`config.mk`:
```
export PLATFORM = sky130hd
export DESIGN_NAME = fetch_unit
export DESIGN_NICKNAME = d
export VERILOG_FILES = /design/src/rtl/fetch_unit_pkg.sv /design/src/rtl/fetch_unit.sv
export SDC_FILE = /design/constraint.sdc
export NUM_CORES = 1
export LEC_CHECK = 0
export CAP_MARGIN = 25
export CORE_UTILIZATION = 55
export CTS_CLUSTER_DIAMETER = 200
export CTS_CLUSTER_SIZE = 20
export DETAILED_ROUTE_END_ITERATION = 7
export DONT_BUFFER_PORTS = 1
export PLACE_DENSITY = 0.79
export SLEW_MARGIN = 20
export SYNTH_ARGS = -nofsm -noshare
export SYNTH_HDL_FRONTEND = slang
export SYNTH_SLANG_ARGS = --single-unit
```
`constraint.sdc`:
```
create_clock -name clk -period 8.6 [get_ports clk]
set_clock_uncertainty 0.05 [all_clocks]
set_input_delay 0.43 -clock clk [delete_from_list [all_inputs] [get_ports clk]]
set_output_delay 0.43 -clock clk [all_outputs]
set_load 0.01 [all_outputs]
```
`src/rtl/fetch_unit_pkg.sv`:
```
// -----------------------------------------------------------------------------
// fetch_unit_pkg
// Shared types and constants for the instruction fetch stage.
//   fetch_state_t    : fetch FSM states (REQ, WAIT, DROP, HOLD)
//   FETCH_INST_BYTES : size of one fetched instruction in bytes
//   FETCH_PC_STEP    : FETCH_INST_BYTES widened to the 64-bit PC width
// -----------------------------------------------------------------------------
package fetch_unit_pkg;

    typedef enum logic [1:0] {
        REQ  = 2'd0,   // issue a request for pc_q
        WAIT = 2'd1,   // request accepted, waiting for its response
        DROP = 2'd2,   // request went stale, swallow its response
        HOLD = 2'd3    // instruction presented to IF/ID
    } fetch_state_t;

    localparam int unsigned FETCH_INST_BYTES = 4;
    localparam logic [63:0] FETCH_PC_STEP    = 64'(FETCH_INST_BYTES);

endpackage : fetch_unit_pkg

```
`src/rtl/fetch_unit.sv`:
```
// -----------------------------------------------------------------------------
// fetch_unit
// Instruction fetch stage. Keeps the fetch PC, issues one I-cache request at a
// time, captures the returned instruction with its PC and presents the pair to
// the IF/ID register. Redirects replace the fetch PC; a response that belongs
// to a pre-redirect request is discarded.
//
// Ports:
//   clk, reset        : clock, asynchronous active-high reset
//   stall_in          : IF/ID not accepting, keep the presented instruction
//   redirect_valid    : branch/jump taken, redirect_pc replaces the fetch PC
//   redirect_pc[63:0] : new fetch PC (bits [1:0] ignored)
//   ic_req_valid      : I-cache request valid (combinational)
//   ic_req_ready      : I-cache accepts the request this cycle
//   ic_req_addr[63:0] : I-cache request address (= pc_q)
//   ic_resp_valid     : I-cache returns data this cycle
//   ic_resp_data[31:0]: returned instruction
//   instruction_out   : instruction to IF/ID (registered)
//   pc_out            : PC of instruction_out (registered)
//   icache_valid_out  : instruction_out/pc_out valid (registered)
// -----------------------------------------------------------------------------
module fetch_unit
    import fetch_unit_pkg::*;
#(
    parameter logic [63:0] RESET_PC = 64'h0
) (
    input  logic        clk,
    input  logic        reset,
    input  logic        stall_in,
    input  logic        redirect_valid,
    input  logic [63:0] redirect_pc,
    output logic        ic_req_valid,
    input  logic        ic_req_ready,
    output logic [63:0] ic_req_addr,
    input  logic        ic_resp_valid,
    input  logic [31:0] ic_resp_data,
    output logic [31:0] instruction_out,
    output logic [63:0] pc_out,
    output logic        icache_valid_out
);

    fetch_state_t state_q, state_d;
    logic [63:0]  pc_q, pc_d;
    logic [63:0]  req_pc_q, req_pc_d;
    logic [31:0]  instr_q, instr_d;
    logic [63:0]  pc_out_q, pc_out_d;
    logic         valid_q, valid_d;

    logic [63:0]  redirect_pc_aligned;

    assign redirect_pc_aligned = {redirect_pc[63:2], 2'b00};

    // A redirect in REQ suppresses the request so a stale address is never
    // handed to the cache.
    assign ic_req_valid = (state_q == REQ) && !redirect_valid;
    assign ic_req_addr  = pc_q;

    assign instruction_out  = instr_q;
    assign pc_out           = pc_out_q;
    assign icache_valid_out = valid_q;

    always_comb begin
        // NOTE: every signal gets its hold value first so no path through the
        // case statement can leave one unassigned and infer a latch.
        state_d  = state_q;
        pc_d     = pc_q;
        req_pc_d = req_pc_q;
        instr_d  = instr_q;
        pc_out_d = pc_out_q;
        valid_d  = valid_q;

        case (state_q)
            REQ: begin
                if (redirect_valid) begin
                    pc_d = redirect_pc_aligned;
                end else if (ic_req_ready) begin
                    req_pc_d = pc_q;
                    state_d  = WAIT;
                end
            end

            WAIT: begin
                if (redirect_valid) begin
                    pc_d = redirect_pc_aligned;
                    // The in-flight response is stale; if it is not here yet,
                    // DROP waits for it so it cannot be mistaken for a new one.
                    state_d = ic_resp_valid ? REQ : DROP;
                end else if (ic_resp_valid) begin
                    instr_d  = ic_resp_data;
                    pc_out_d = req_pc_q;
                    valid_d  = 1'b1;
                    pc_d     = req_pc_q + FETCH_PC_STEP;
                    state_d  = HOLD;
                end
            end

            DROP: begin
                if (redirect_valid) begin
                    pc_d = redirect_pc_aligned;
                end
                if (ic_resp_valid) begin
                    state_d = REQ;
                end
            end

            HOLD: begin
                if (redirect_valid) begin
                    valid_d = 1'b0;
                    pc_d    = redirect_pc_aligned;
                    state_d = REQ;
                end else if (!stall_in) begin
                    valid_d = 1'b0;
                    state_d = REQ;
                end
            end

            default: state_d = REQ;
        endcase
    end

    // NOTE: sequential state uses non-blocking assignments so every register
    // samples the pre-edge values regardless of statement order.
    always_ff @(posedge clk or posedge reset) begin
        if (reset) begin
            state_q  <= REQ;
            pc_q     <= RESET_PC;
            req_pc_q <= 64'h0;
            instr_q  <= 32'h0;
            pc_out_q <= 64'h0;
            valid_q  <= 1'b0;
        end else begin
            state_q  <= state_d;
            pc_q     <= pc_d;
            req_pc_q <= req_pc_d;
            instr_q  <= instr_d;
            pc_out_q <= pc_out_d;
            valid_q  <= valid_d;
        end
    end

endmodule : fetch_unit

```
=== Yosys cells after proc, flatten, opt, wreduce, memory -nomap -nowiden ===
Index checks and enable logic that the tools add are counted.

* Bits in registers: 227
* Logic and storage cells: 47

* Add/subtract/negate cells: 1
* Bitwise logic cells: 1
* Multiplexer cells: 18
* Reductions and logical operators: 10
* Equal/unequal tests: 11

{| class="wikitable"
|+ Operators by type and width
! operator !! count
|-
| 64-bit 2-to-1 mux || 3
|-
| 64-bit case mux with 2 select lines || 1
|-
| 64-bit by 3-bit adder with 64-bit output (second input constant) || 1
|-
| 2-bit 2-to-1 mux || 8
|-
| 2-bit inequality test (second input constant) || 5
|-
| 2-bit case mux with 4 select lines || 1
|-
| 3-bit inequality test (second input constant) || 2
|-
| 3-bit AND reduction || 2
|-
| 5-bit AND reduction || 1
|-
| 2-bit == test (second input constant) || 2
|-
| 1-bit 2-to-1 mux || 4
|-
| 4-bit AND reduction || 1
|-
| 3-bit OR reduction || 1
|-
| 2-bit by 1-bit == test with 1-bit output (second input constant) || 1
|-
| 2-bit zero test || 1
|-
| 2-bit by 1-bit inequality test with 1-bit output (second input constant) || 1
|-
| 1-bit case mux with 2 select lines || 1
|-
| 2-bit AND reduction || 1
|-
| 2-bit nonzero test || 1
|-
| 1-bit logical AND || 1
|-
| 1-bit zero test || 1
|-
| 1-bit inverter || 1
|}

=== Depth between registers and ports, before layout ===
Gate-level depths: netlist (run 1).

* Word-level depth: 4
* Depth in mapped cells: 9

=== Least setup slack after synthesis (run 1) ===
No wires, ideal clock.

* Path type: register -> register
* Start: reg state_q[0]
* End: reg req_pc_q[0]
* Arrival time: 2.037 ns
* Period minus slack after synthesis: 2.211 ns
* Cell stages (with the launch flop): 7
* Required time: 8.425 ns
* Setup time: 0.125 ns
* Setup slack: 6.389 ns
* Cells stage by stage: dfrtp_1 -> nor3_1 -> and2_1 -> clkbuf_1 -> clkbuf_1 -> clkbuf_1 -> mux2_2

* Longest elaborated chain between the ends: 2

{| class="wikitable"
|+ RTL lines
! item !! RTL line !! text
|-
| from (decl) || fetch_unit.sv:42 || <nowiki>fetch_state_t state_q, state_d;</nowiki>
|-
| from (signal assigned) || fetch_unit.sv:132 || <nowiki>state_q <= state_d;</nowiki>
|-
| 2-bit zero test || fetch_unit.sv:72 || <nowiki>case (state_q)</nowiki>
|-
| 3-bit AND reduction (no source line) || - ||
|-
| to (signal assigned) || fetch_unit.sv:134 || <nowiki>req_pc_q <= req_pc_d;</nowiki>
|-
| to (decl) || fetch_unit.sv:44 || <nowiki>logic [63:0] req_pc_q, req_pc_d;</nowiki>
|}

No other way between the ends.
A chain may end at the register's enable or synchronous reset.

=== Final worst setup path (run 1) ===
* Start: reg state_q[0]
* End: reg pc_q[12] (netlist: ic_req_addr[12])

* Longest elaborated chain between the ends: 4
* Elaborated cells between the ends (all ways): 9
* Those cells by class: eq/ne: 5; mux: 1; reduce/logical: 3

{| class="wikitable"
|+ RTL lines
! item !! RTL line !! text
|-
| 2-bit == test or 2-bit zero test (tied branches) || fetch_unit.sv:72 ||
|-
| 3-bit OR reduction (no source line) || - ||
|-
| 2-bit by 1-bit inequality test with 1-bit output (no source line) || - ||
|-
| 2-bit AND reduction (no source line) || - ||
|-
| to (signal assigned) || fetch_unit.sv:133 || <nowiki>pc_q <= pc_d;</nowiki>
|-
| to (decl) || fetch_unit.sv:43 || <nowiki>logic [63:0] pc_q, pc_d;</nowiki>
|}

Parallel ways exist; a longest one is shown, timed or not.

==> results of run 1 <==
power by group through the flow:
stage / clock [uW] / sequential [uW] / combinational, uW
after CTS: 675 / 1940 / 606
after global routing: 706 / 2010 / 690
final: 657 / 1940 / 600
after global placement: 0 / 1940 / 570
after detailed placement: 0 / 1950 / 601
after floorplan: 0 / 1840 / 507
per-stage QoR:
step | std cells | worst slack (ns)
4_1_cts | 1233 | 5.52
5_1_grt | 1233 | 5.29
2_1_floorplan | 1034 | 1.90
6_report | 1233 | 5.53
3_3_place_gp | 1212 | 5.57
3_5_place_dp | 1213 | 5.57
worst max-delay path, delay by kind of cell (launching register included):
family | cells | cell delay (ns)
compound gates | 2 | 0.54
buf+inv | 1 | 0.80
flops | 1 | 0.41
simple gates | 3 | 1.02
cell usage after synthesis (all sizes together), types with 2 or more instances:
cell type / number
a22oi: 3
nor4: 10
nor3: 10
or3: 26
and4: 3
o21ai: 66
mux2i: 2
nand3: 27
buf: 11
and2: 6
mux2: 61
inv: 8
nand2: 322
a31oi: 3
and3: 33
xor2: 37
xnor2: 20
a21oi: 53
o22ai: 4
nor2: 21
nand4: 21
clkbuf: 47
dfrtp: 227
worst max path at each step:
stage	endpoint	slack [ns]	depth (start not counted)
floorplan	ic_req_addr[0]	1.90	1
global placement	ic_req_addr[62]	5.57	7
detailed placement	ic_req_addr[62]	5.57	7
CTS	ic_req_addr[62]	5.52	7
global route	ic_req_addr[12]	5.29	6
finish	ic_req_addr[12]	5.53	6
metal layers:
layer | up-vias | share of wire (%)
li1 | 3406 | -
met1 | 3665 | 40
met2 | 275 | 49
met3 | 38 | 8.7
met4 | 2 | 2.2
met5 | - | 0.058
layout make-up:
type,instances,area (um^2),share of cell area [%]
Sequential cell,227,5680,53.1
Clock buffer,15,375,3.51
Clock inverter,1,16.3,0.152
Tap cell,229,287,2.68
Multi-Input combinational cell,741,4190,39.2
Inverter,8,37.5,0.351
Timing Repair Buffer,12,104,0.971
registers in the layout, indices dropped and copies added, names as in the netlist:
name              cells
pc_out               64
state_q               2
ic_req_addr          64
icache_valid_out      1
instruction_out      32
req_pc_q             64
logic make-up (layout without fill, tap and decap cells):
family                     Yosys count  count (layout)  synth area share (%)
and+or+nand+nor                    484             484                  22.0
DFF                                227             227                  56.2
AOI/OAI and AO/OA                  136             136                  7.28
buffers and inverters               66              36                  2.49
muxes                               63              63                  7.00
xor gates and xnor gates            57              57                  4.94
adders and majority gates            1               1                 0.124
timing repair:
action / in CTS / in global routing
endpoints found under the setup margin: 0 / 0
hold buffers: 4 / 0
endpoints found under the hold margin: 106 / 0
==> out/metrics.cfg, run 1 <==
[global_routing]
grt_pass1_wl_um = 39000
overflow = 0
grt_pass1_vias = 7142
grt_max_degree = 106
grt_busiest_layer = met2
grt.met3_usage_pct = 7.51
use_met2_pct = 45.3
met1_usage_pct = 34.3
grt_usage_pct = 27.1
antenna_found_initial = 1

[logic_synthesis]
synth_warnings = 0
synthDistinctLibCells = 44
synth.avg_cell_area_um2 = 9.77
syn_inst = 1034
yosysSeqAreaShare_pct = 56.2
synth_seq_cells = 227
async_flop_share_pct = 100
synthTopCellsByArea = dfrtp_1, nand2_1, mux2_2, xor2_1, o21ai_0
synth_ff_type = dfrtp_1
syn_area_mm2 = 0.0101
yosysTopAreaCell = dfrtp_1
synth_edf_count = 0
syn-num-nets = 1137
synth_top_cell_area_share_pct = 56.2

[power]
power_switching_uw = 1160
ir_drop_mv = 0.210
p_int_uw = 2040
combPwrFrac_pct = 18.8
power_frac_clock_pct = 20.6
switching_share_pct = 36.2
sequentialPowerShare_pct = 60.7
power_uw = 3200
p_leak_uw = 0.00475
powerDensity_mw_per_mm2 = 299

[floorplanning]
die_y_um = 138
dieArea_mm2 = 0.0189
die_w_um = 138
num_io_pins = 264
core_mm2 = 0.0180
start_util_pct = 56.3
rows = 49

[clock_tree]
clk_pin_slew_ns = 0.08
clk_latency_ns = 0.48
ctsResizeCount = 0
clock_sinks = 227
root_buffer = clkbuf_16
htreeDepth = 1
cts_tree = done
cts_setup_buffers = 0
numCtsBuffers = 15
cts.path.max_buffers = 3

[cells_and_area]
layout_common_cells = nand2_1, dfrtp_1, mux2_2, o21ai_0, a21oi_1
design_area_mm2 = 0.0107
fillCellCount = 1560
n_antenna_cell = 0
final_nets = 1108
drive_above_1_share_pct = 10.3
final_common_cell = nand2_1
synthToLayoutAreaGrowth_pct = 5.79
post-route-util_pct = 59.5

[worst_setup_path]
reg2regPathDepth = 6
crit_path_start = state_q[0]
critPathMaxFanout = 88
endpoint_kind = flop
cpMaxStageDelayCell = buf_4
critical_path_class = reg -> reg
crit_arrival_ns = 3.38
startpoint_type = flop
r2r_end = ic_req_addr[12]
r2r-start = state_q[0]
critPathMaxStageDelay_ns = 0.80
required_ns = 8.91
worstPathCellList = nor2b_1 > nand2_1 > nor2_4 > buf_4 > o21ai_0 > o211a_1
reg2reg_slack_ns = 5.53

[routing]
num_vias = 7386
first_pass_iters = 4
ant_nets = 0
route.detailed.drc = 0
wl_um = 25700
wl_per_cell_um = 20.9
drt_iter0_markers = 422
viasPerCell = 5.99

[worst_hold_path]
whs_endpoint = instruction_out[28]
worstHoldStart = ic_resp_data[28]
hp-class = in -> reg
holdPathStages = 2

[timing]
rsz0062_at_grt = no
fin_crit_sh_pct = 35.7
tightest_slew_ns = 1.01
finalHoldViolCount = 0
period_minus_slack_ns = 3.07
holdWs_ns = 0.0186
clock.fmax_ghz = 0.326
finalMaxSlewViolations = 0
slew-limit-headroom_pct = 32.8
setup_viol = 0
tns_ns = 0

[placed_design]
io_buffers = 0
hpwl_um = 16800
gp_congestion = 0.800
dpl_cell_area_mm2 = 0.0103

[status]
outcome = finished clean

[flow_run]
maxCapViolations = 0

No activity file was read; power rests on OpenSTA's default activity.
==> run 2: changes to the inputs <==
Clock period 8.6 ns to 3 ns, I/O delays scaled along.
==> out/metrics.cfg, run 2 (synthesis gave the netlist of run 1 again) <==
[timing]
fin_crit_sh_pct = 84.2  ; +49 points
clock.fmax_ghz = 0.396  ; +21%
finalMaxSlewViolations = 0  ; unchanged
tightest_slew_ns = 0.745  ; -0.264 ns
rsz0062_at_grt = no
finalHoldViolCount = 0  ; unchanged
setup_viol = 0  ; unchanged
tns_ns = 0  ; unchanged
period_minus_slack_ns = 2.53  ; -0.540 ns
slew-limit-headroom_pct = 50.4  ; +18 points
setup_ws_ns = 0.473  ; -5.06 ns
holdWs_ns = 0.00345  ; -0.0151 ns

[worst_setup_path]
r2r-start = req_pc_q[8]
crit_arrival_ns = 2.84  ; -0.54 ns
critPathMaxFanout = 7  ; -92%
endpoint_kind = flop
startpoint_type = flop
reg2regPathDepth = 6  ; unchanged
critical_path_class = reg -> reg
required_ns = 3.31  ; -5.60 ns
reg2reg_slack_ns = 0.47  ; -5.06 ns
crit_path_start = req_pc_q[8]
r2r_end = ic_req_addr[38]

[cells_and_area]
multi_input_area_mm2 = 0.00419  ; unchanged
synthToLayoutAreaGrowth_pct = 17.2
final_nets = 1221  ; +10%
instances_no_fill = 1347  ; +9.2%
post-route-util_pct = 65.9  ; +6.4 points
layout_common_cells = nand2_1, dfrtp_1, dlygate4sd3_1, mux2_2, o21ai_0
regArea_mm2 = 0.00568  ; unchanged
drive_above_1_share_pct = 10.8  ; +0.57 points
fillCellCount = 1350  ; -13%
final_common_cell = nand2_1

[placed_design]
post-place-cells = 1229  ; +1.3%
hpwl_um = 17800  ; +6.1%
preCtsSetupSlack_ns = 0.469  ; -5.10 ns
gp_congestion = 0.805  ; +0.54%
io_buffers = 0  ; unchanged

[floorplanning]
num_io_pins = 264  ; unchanged
die_y_um = 138  ; unchanged
rows = 49  ; unchanged
core_mm2 = 0.0180  ; unchanged
dieArea_mm2 = 0.0189  ; unchanged
start_util_pct = 56.3  ; unchanged
die_w_um = 138  ; unchanged

[power]
p_int_uw = 5950  ; +190%
power_frac_clock_pct = 20.2  ; -0.4 points
sequentialPowerShare_pct = 59.6  ; -1.1 points
ir_drop_mv = 0.627  ; +200%
combPwrFrac_pct = 20.2  ; +1.4 points
switching_share_pct = 36.5  ; +0.32 points
p_leak_uw = 0.00525  ; +11%
power_switching_uw = 3430  ; +200%
powerDensity_mw_per_mm2 = 792  ; +160%

[routing]
viasPerCell = 5.85  ; -2.3%
wl_um = 28000  ; +8.7%
wl_per_cell_um = 20.8  ; -0.51%
num_vias = 7881  ; +6.7%
ant_nets = 0  ; unchanged
route.detailed.drc = 0  ; unchanged
drt_iter0_markers = 413  ; -2.1%
first_pass_iters = 5  ; +1

[worst_hold_path]
worstHoldStart = redirect_valid
whs_endpoint = ic_req_addr[18]
holdPathStages = 3  ; +1
hp-class = in -> reg

[clock_tree]
clk_latency_ns = 0.48  ; about the same
cts_setup_buffers = 0  ; unchanged
clk_pin_slew_ns = 0.08  ; about the same
cts_tree = done
root_buffer = clkbuf_16
ctsResizeCount = 0  ; unchanged
clock_sinks = 227  ; unchanged
htreeDepth = 1  ; unchanged
numCtsBuffers = 15  ; unchanged
hold_buffers = 100  ; +96
cts.path.max_buffers = 3  ; unchanged

[status]
outcome = finished clean

[global_routing]
grt_pass1_vias = 7981  ; +12%
grt_max_degree = 133  ; +25%
overflow = 0  ; unchanged
grt_usage_pct = 29.1  ; +2.0 points
antenna_found_initial = 0  ; -1
grt_pass1_wl_um = 42300  ; +8.4%

[flow_run]
maxCapViolations = 0  ; unchanged

## run 2: how the worst max path moves through the flow
stage | endpoint | slack (ns) | depth (start not counted)
2_1_floorplan | ic_req_addr[0] | -0.17 | 1
3_3_place_gp | ic_req_addr[38] | 0.54 | 6
3_5_place_dp | ic_req_addr[38] | 0.47 | 6
4_1_cts | ic_req_addr[38] | 0.45 | 6
5_1_grt | ic_req_addr[62] | 0.32 | 8
6_report | ic_req_addr[38] | 0.47 | 6
## run 2: area by class of cell
| cell class | count | area share, % |
|---|---|---|
| Sequential cell | 227 | 48.0 |
| Multi-Input combinational cell | 741 | 35.4 |
| Timing Repair Buffer | 125 | 10.6 |
| Clock buffer | 15 | 3.17 |
| Tap cell | 229 | 2.42 |
| Inverter | 8 | 0.285 |
| Clock inverter | 1 | 0.137 |
| Antenna cell | 1 | 0.0211 |
## run 2: layer usage
metal / wire [um] / part of all wire (%) / up-vias / global-route usage (%)
met5: 0 / 0 / - / 0
met4: 519 / 1.9 / 0 / 9.28
met3: 2580 / 9.2 / 40 / 8.02
met2: 13900 / 50 / 327 / 49.9
met1: 11000 / 39 / 3890 / 35.3
li1: - / - / 3624 / -
## run 2: metrics by stage
step / cell area, um^2 / total power [uW]
6_report: 11800 / 9380
5_1_grt: 11800 / 9970
4_1_cts: 11800 / 9410
3_5_place_dp: 10400 / 7370
3_3_place_gp: 10400 / 7240
2_1_floorplan: 10100 / 6720
## run 2: power groups by stage
stage / Sequential (uW) / Clock, uW / Combinational [uW]
2_1_floorplan: 5270 / 0 / 1450
3_3_place_gp: 5580 / 0 / 1660
3_5_place_dp: 5620 / 0 / 1750
4_1_cts: 5570 / 1950 / 1900
5_1_grt: 5780 / 2040 / 2160
6_report: 5590 / 1890 / 1900
## run 2: critical path, stage by stage, from the launching register on
cell     delay, ns
dfrtp_1       0.48
nand4_4       0.23
or4_4         0.63
nor4_4        0.56
nand4_1       0.20
xor2_1        0.21
o21ai_2       0.06
